===== config.mk =====
export PLATFORM = sky130hd
export DESIGN_NAME = sequence_step_controller_flat
export DESIGN_NICKNAME = d
export VERILOG_FILES = /design/src/rtl/sequence_step_controller_pkg.sv /design/src/rtl/sequence_step_controller_if.sv /design/src/rtl/sequence_step_controller_prescaler.sv /design/src/rtl/sequence_step_controller.sv /design/src/flat_wrapper.sv
export SDC_FILE = /design/constraint.sdc
export NUM_CORES = 1
export LEC_CHECK = 0
export CAP_MARGIN = 20
export CELL_PAD_IN_SITES_DETAIL_PLACEMENT = 0
export CELL_PAD_IN_SITES_GLOBAL_PLACEMENT = 1
export CORE_UTILIZATION = 44
export DETAILED_ROUTE_END_ITERATION = 10
export MAX_ROUTING_LAYER = met4
export PLACE_DENSITY_LB_ADDON = 0.05
export SLEW_MARGIN = 30
export SYNTH_ARGS = -nofsm -noshare
export SYNTH_HDL_FRONTEND = slang
export SYNTH_SLANG_ARGS = --single-unit

===== constraint.sdc =====
create_clock -name clk -period 2.6 [get_ports clk]
set_input_delay 0.65 -clock clk [delete_from_list [all_inputs] [get_ports clk]]
set_output_delay 0.65 -clock clk [all_outputs]
set_load 0.05 [all_outputs]

===== src/rtl/sequence_step_controller_pkg.sv =====
// Shared types and constants for the LED sequence step controller.
package seq_ctrl_pkg;
  typedef enum logic [1:0] {IDLE, RUN, PAUSED, DONE} state_t;

  localparam int SEQ_LEN = 8;
  localparam int IDX_W   = 3;
  localparam int CODE_W  = 3;

  typedef logic [SEQ_LEN-1:0][CODE_W-1:0] table_t;

  // Entry 0 sits in the low slice: 4,1,6,5,2,3,7,0.
  localparam table_t DEFAULT_TABLE = {3'd0, 3'd7, 3'd3, 3'd2, 3'd5, 3'd6, 3'd1, 3'd4};
endpackage


===== src/rtl/sequence_step_controller_if.sv =====
// Control, table-write and LED-status signals between the board side and the sequencer.
interface sequence_step_controller_if #(parameter int DIV_W = 8) ();
  import seq_ctrl_pkg::*;

  logic              start;
  logic              stop;
  logic              pause;
  logic              step;
  logic [DIV_W-1:0]  div;
  logic              cfg_valid;
  logic              cfg_ready;
  logic [IDX_W-1:0]  cfg_addr;
  logic [CODE_W-1:0] cfg_data;
  logic [CODE_W-1:0] led;
  logic [IDX_W-1:0]  idx;
  logic              busy;
  logic              wrap;

  modport master (
    output start, stop, pause, step, div, cfg_valid, cfg_addr, cfg_data,
    input  cfg_ready, led, idx, busy, wrap
  );

  modport slave (
    input  start, stop, pause, step, div, cfg_valid, cfg_addr, cfg_data,
    output cfg_ready, led, idx, busy, wrap
  );
endinterface


===== src/rtl/sequence_step_controller_prescaler.sv =====
// Step-rate prescaler: counts 0..div while enabled and ticks on the last count.
module step_prescaler #(
  parameter int DIV_W = 8
) (
  input  logic             clk,
  input  logic             reset_n,
  input  logic             en,
  input  logic             clr,
  input  logic [DIV_W-1:0] div,
  output logic             tick
);
  logic [DIV_W-1:0] count_q;

  // >= rather than == so a live div drop below the count ticks at once.
  assign tick = en && (count_q >= div);

  always_ff @(posedge clk or negedge reset_n) begin
    if (!reset_n) begin
      count_q <= '0;
    end else if (clr) begin
      count_q <= '0;
    end else if (en) begin
      count_q <= tick ? '0 : count_q + DIV_W'(1);
    end
  end
endmodule


===== src/rtl/sequence_step_controller.sv =====
// Programmable LED sequencer: table, run/pause/step/stop FSM, idx/led/wrap outputs.
//   state  | meaning
//   IDLE   | led=0, idx=0, table writable
//   RUN    | advancing on prescaler ticks
//   PAUSED | holding; each step cycle advances one entry
//   DONE   | single pass finished, holding table[7]
module sequence_step_controller
  import seq_ctrl_pkg::*;
#(
  parameter int DIV_W = 8,
  parameter bit LOOP  = 1'b1
) (
  input logic                        clk,
  input logic                        reset_n,
  sequence_step_controller_if.slave  bus
);
  state_t            state_q;
  table_t            table_q;
  logic [IDX_W-1:0]  idx_q;
  logic [IDX_W-1:0]  idx_nxt;
  logic [CODE_W-1:0] led_q;
  logic              busy_q;
  logic              wrap_q;
  logic              tick;
  logic              adv;
  logic              last;
  logic              go_run;
  logic              pre_en;
  logic              pre_clr;
  logic              cfg_we;

  assign idx_nxt = idx_q + IDX_W'(1);
  assign last    = (idx_q == IDX_W'(SEQ_LEN - 1)) && !LOOP;
  assign go_run  = bus.start && !bus.stop && ((state_q == IDLE) || (state_q == DONE));
  assign pre_en  = (state_q == RUN) && !bus.pause;
  assign adv     = !bus.stop && (tick || ((state_q == PAUSED) && bus.pause && bus.step));
  assign pre_clr = bus.stop || go_run || (adv && last);
  assign cfg_we  = bus.cfg_valid && bus.cfg_ready;

  step_prescaler #(.DIV_W(DIV_W)) u_prescaler (
    .clk     (clk),
    .reset_n (reset_n),
    .en      (pre_en),
    .clr     (pre_clr),
    .div     (bus.div),
    .tick    (tick)
  );

  always_ff @(posedge clk or negedge reset_n) begin
    if (!reset_n) begin
      state_q <= IDLE;
      table_q <= DEFAULT_TABLE;
      idx_q   <= '0;
      led_q   <= '0;
      busy_q  <= 1'b0;
      wrap_q  <= 1'b0;
    end else begin
      wrap_q <= 1'b0;
      if (cfg_we) table_q[bus.cfg_addr] <= bus.cfg_data;

      if (bus.stop) begin
        state_q <= IDLE;
        idx_q   <= '0;
        led_q   <= '0;
        busy_q  <= 1'b0;
      end else if (go_run) begin
        state_q <= RUN;
        idx_q   <= '0;
        led_q   <= table_q[0];
        busy_q  <= 1'b1;
      end else begin
        if ((state_q == RUN) && bus.pause) state_q <= PAUSED;
        else if ((state_q == PAUSED) && !bus.pause) state_q <= RUN;

        if (adv) begin
          wrap_q <= (idx_q == IDX_W'(SEQ_LEN - 1));
          if (last) begin
            state_q <= DONE;
            busy_q  <= 1'b0;
          end else begin
            idx_q <= idx_nxt;
            led_q <= table_q[idx_nxt];
          end
        end
      end
    end
  end

  assign bus.cfg_ready = (state_q == IDLE);
  assign bus.led       = led_q;
  assign bus.idx       = idx_q;
  assign bus.busy      = busy_q;
  assign bus.wrap      = wrap_q;
endmodule


===== src/flat_wrapper.sv =====
// flat-port wrapper written by rule: the top's interface ports become plain ports
module sequence_step_controller_flat import seq_ctrl_pkg::*;
#(
  parameter int DIV_W = 8,
  parameter bit LOOP  = 1'b1
)
  (clk, reset_n, bus_start, bus_stop, bus_pause, bus_step, bus_div, bus_cfg_valid, bus_cfg_addr, bus_cfg_data, bus_cfg_ready, bus_led, bus_idx, bus_busy, bus_wrap);
  sequence_step_controller_if #(.DIV_W(DIV_W)) bus_i ();
  input logic clk;
  input logic reset_n;
  input wire logic [$bits(bus_i.start)-1:0] bus_start;
  input wire logic [$bits(bus_i.stop)-1:0] bus_stop;
  input wire logic [$bits(bus_i.pause)-1:0] bus_pause;
  input wire logic [$bits(bus_i.step)-1:0] bus_step;
  input wire logic [$bits(bus_i.div)-1:0] bus_div;
  input wire logic [$bits(bus_i.cfg_valid)-1:0] bus_cfg_valid;
  input wire logic [$bits(bus_i.cfg_addr)-1:0] bus_cfg_addr;
  input wire logic [$bits(bus_i.cfg_data)-1:0] bus_cfg_data;
  output wire logic [$bits(bus_i.cfg_ready)-1:0] bus_cfg_ready;
  output wire logic [$bits(bus_i.led)-1:0] bus_led;
  output wire logic [$bits(bus_i.idx)-1:0] bus_idx;
  output wire logic [$bits(bus_i.busy)-1:0] bus_busy;
  output wire logic [$bits(bus_i.wrap)-1:0] bus_wrap;
  assign bus_i.start = bus_start;
  assign bus_i.stop = bus_stop;
  assign bus_i.pause = bus_pause;
  assign bus_i.step = bus_step;
  assign bus_i.div = bus_div;
  assign bus_i.cfg_valid = bus_cfg_valid;
  assign bus_i.cfg_addr = bus_cfg_addr;
  assign bus_i.cfg_data = bus_cfg_data;
  assign bus_cfg_ready = bus_i.cfg_ready;
  assign bus_led = bus_i.led;
  assign bus_idx = bus_i.idx;
  assign bus_busy = bus_i.busy;
  assign bus_wrap = bus_i.wrap;
  sequence_step_controller #(.DIV_W(DIV_W), .LOOP(LOOP)) u_core (.clk(clk), .reset_n(reset_n), .bus(bus_i));
endmodule

==> impl_metrics.yaml <==
critical_path:
  cp.required_ns: 2.78
  worstSetupPathType: "primary input to register"
  worstPathArrival_ns: 2.70
  critPathLaunchType: "primary input"
  reg2reg_slack_ns: 0.36
  cp_cell_sequence: "clkdlybuf4s50_1 > inv_1 > ha_2 > a211o_1 > a31oi_1 > nor3_2 > or3_4 > nor2_8 > mux2_4"
  slowest_stage: "clkdlybuf4s50_1"
  cp_max_fo: 3
  crit_path_end_kind: "register"
  reg2reg_from: "u_core.u_prescaler.count_q[2]"
  worstReg2RegEnd: "u_core.bus.led[2]"
  cp_slowest_stage_delay_ns: 0.46
  r2r_cells: 7
power_and_ir_drop:
  p_per_area_nw_per_um2: 610
  total_power_uw: 1720
  p_leak_uw: 0.00121
  vdd_drop_max_mv: 0.286
final_layout:
  area_delta_synth_final_pct: 23.3
  fin_area_um2: 2820
  multi_input_area_um2: 1170
  n_fill_cell: 427
  seq_area_um2: 1070
  diodes: 0
  final_nets: 269
  drive_gt1_frac: 0.306
logic_synthesis:
  ys_types: 35
  synth_cells: 193
  synth_edf_count: 0
  netlist_area_um2: 2280
  ys_seq_area_frac: 0.467
  ys_ff_latch: 42
  synth-async-reset-ratio: 1.00
  yosys_warnings: 0
  synth_area_per_cell_um2: 11.8
  synth_fp_nets: 228
  synth_ff_type: "dfrtp_1"
grt:
  grt_pass1_vias: 1583
  overflow: 0
  grt_max_degree: 43
  antenna_found_initial: 0
  grt_pass1_wl_mm: 7.60
  grtUsageTotal: 0.197
clock_tree:
  cts.path.max_buffers: 2
  h-tree-depth: 2
  cts.reportedPaths.clkPinSlew_ns: 0.08
  cts_hold_buf: 0
  root_buffer: "clkbuf_8"
  cts_made_buffers: 5
  cts.sinks: 42
  cts_tree: "done"
  clk-insertion-delay-late_ns: 0.29
floorplan:
  die_h_um: 74.1
  dieArea_um2: 5480
  placeableCoreArea_um2: 4850
  io_pins: 30
  rows: 25
  initial_utilization: 0.471
  chipWidth_um: 74.1
route:
  drt_iter0_drc: 56
  remaining_drc_errors: 0
  routed_wl_mm: 4.49
  routedWlPerCell_um: 14.9
  viasPerCell: 5.19
  drt_first_pass_iters: 4
  vias: 1567
  ant_nets: 0
placement:
  dp_hpwl_mm: 3.54
  gp_congestion: 0.835
  placed_area_um2: 2700
  dp_slack_ns: -0.423
  io_buffers: 29
sta:
  maxSlewViolCount: 0
  fmax_mhz: 397
  hold_slack_ns: 0.321
  finClkSkew_ns: 0.00894
  final-setup-viol-count: 0
  worst_slack_ns: 0.0792
  rsz0062_at_grt: "no"
  tns_ns: 0
  min_period_over_period: 0.970
  finalHoldViolCount: 0
  period_minus_slack_ns: 2.52
  maxSlewHeadroom: 0.649
  tightestPinTransition_ns: 0.526
flow_run:
  drv_cap: 0
outcome:
  status: "finished clean"
min_path:
  min_path_type: "primary input to asynchronous set/reset pin"
==> per-layer routing <==
layer,routed length [um],part of all wire,vias up,GRT usage
met2,2090,0.47,37,0.307
met3,189,0.042,2,0.0407
met5,0,0,-,-
met4,17,0.0038,0,0.0577
met1,2190,0.49,767,0.260
li1,-,-,761,-
==> kinds of logic after synthesis <==
kind of cell / share of synthesized area
multiplexers: 0.219
flip-flops: 0.467
AND/OR/NAND/NOR: 0.139
adder cells (fa/ha/maj): 0.0767
AO/OA/AOI/OAI: 0.0471
XOR/XNOR: 0.0230
buffers and inverters: 0.0290
==> cell type report <==
type                    instances  area share
well taps                      67      0.0298
multi-input cells             136       0.416
flip-flops and latches         42       0.378
repair buffers                 39       0.130
clock buffers                   7      0.0307
inverters                      10      0.0133
clock inverters                 1     0.00178
==> sequential cells by signal (all words and copies together), names as in the netlist <==
| register | flops |
|---|---|
| u_core.bus.busy | 1 |
| u_core.bus.idx | 3 |
| u_core.bus.led | 3 |
| u_core.bus.wrap | 1 |
| u_core.state_q | 2 |
| u_core.table_q | 24 |
| u_core.u_prescaler.count_q | 8 |
==> power by group <==
part,leakage (uW),switching [uW],internal [uW]
combinational,0.000645,184,228
sequential,0.000517,64.1,816
clock,0.0000482,211,214
total,0.00121,459,1260
==> how the worst max path moves through the flow <==
| stage | from | endpoint | slack, ns | cells past startpoint |
|---|---|---|---|---|
| floorplan | bus_div[2] | u_core.bus.led[0] | 0.08 | 9 |
| global placement | bus_div[2] | u_core.bus.led[1] | -0.40 | 9 |
| detailed placement | bus_div[2] | u_core.bus.led[1] | -0.42 | 9 |
| CTS | bus_div[2] | u_core.bus.led[1] | 0.03 | 9 |
| global route | bus_div[3] | u_core.bus.led[2] | 0.007 | 9 |
| finish | bus_div[3] | u_core.bus.led[2] | 0.08 | 9 |
==> worst max-delay path: cells and delay by family <==
kind                     cells  cell delay [ns]
AND/OR/NAND/NOR              3             0.65
buffers and inverters        2             0.50
AO/OA/AOI/OAI                2             0.43
multiplexers                 1             0.30
adder cells (fa/ha/maj)      1             0.17
==> cells in the final DEF, fill, tap and decap left out, types with 6 or more instances in the layout <==
| cell type | netlist | final |
|---|---|---|
| buf_4 | 0 | 11 |
| clkbuf_8 | 0 | 6 |
| clkdlybuf4s50_1 | 0 | 27 |
| dfrtp_1 | 30 | 30 |
| dfstp_2 | 12 | 12 |
| ha_1 | 14 | 12 |
| inv_1 | 10 | 9 |
| mux2_2 | 24 | 24 |
| mux4_2 | 6 | 6 |
| nand2_1 | 7 | 7 |
| nand2b_1 | 6 | 6 |
| nand3_1 | 9 | 9 |
| nor2_1 | 22 | 22 |
==> synth_stat cells (2+ instances only) <==
library cell | number | area share
dfrtp_1 | 30 | 0.33
mux2_2 | 24 | 0.12
nor2_1 | 22 | 0.036
ha_1 | 14 | 0.077
dfstp_2 | 12 | 0.14
inv_1 | 10 | 0.016
nand3_1 | 9 | 0.020
nand2_1 | 7 | 0.012
mux4_2 | 6 | 0.059
nand2b_1 | 6 | 0.016
a21oi_1 | 5 | 0.011
mux2i_1 | 5 | 0.022
o21ai_0 | 5 | 0.011
xor2_1 | 5 | 0.019
a211oi_1 | 3 | 0.0099
mux2_4 | 3 | 0.020
or3_1 | 3 | 0.0082
a31oi_1 | 2 | 0.0055
buf_2 | 2 | 0.0044
clkbuf_1 | 2 | 0.0033
nor2b_1 | 2 | 0.0055
nor3_1 | 2 | 0.0044
nor3_2 | 2 | 0.0088
==> stage by stage <==
| step | util | cells |
|---|---|---|
| 2_1_floorplan | - | 193 |
| 3_3_place_gp | 0.557 | 294 |
| 3_5_place_dp | 0.557 | 294 |
| 4_1_cts | 0.577 | 302 |
| 5_1_grt | 0.581 | 302 |
| 6_report | 0.581 | 302 |
==> what timing repair did <==
item,4_1_cts,5_1_grt
hold endpoints to repair,0,0
endpoints found under the setup margin,3,5
gates resized for setup,1,4
pin swaps,1,3
setup buffers,0,0
(Power assumes the default switching activity.)
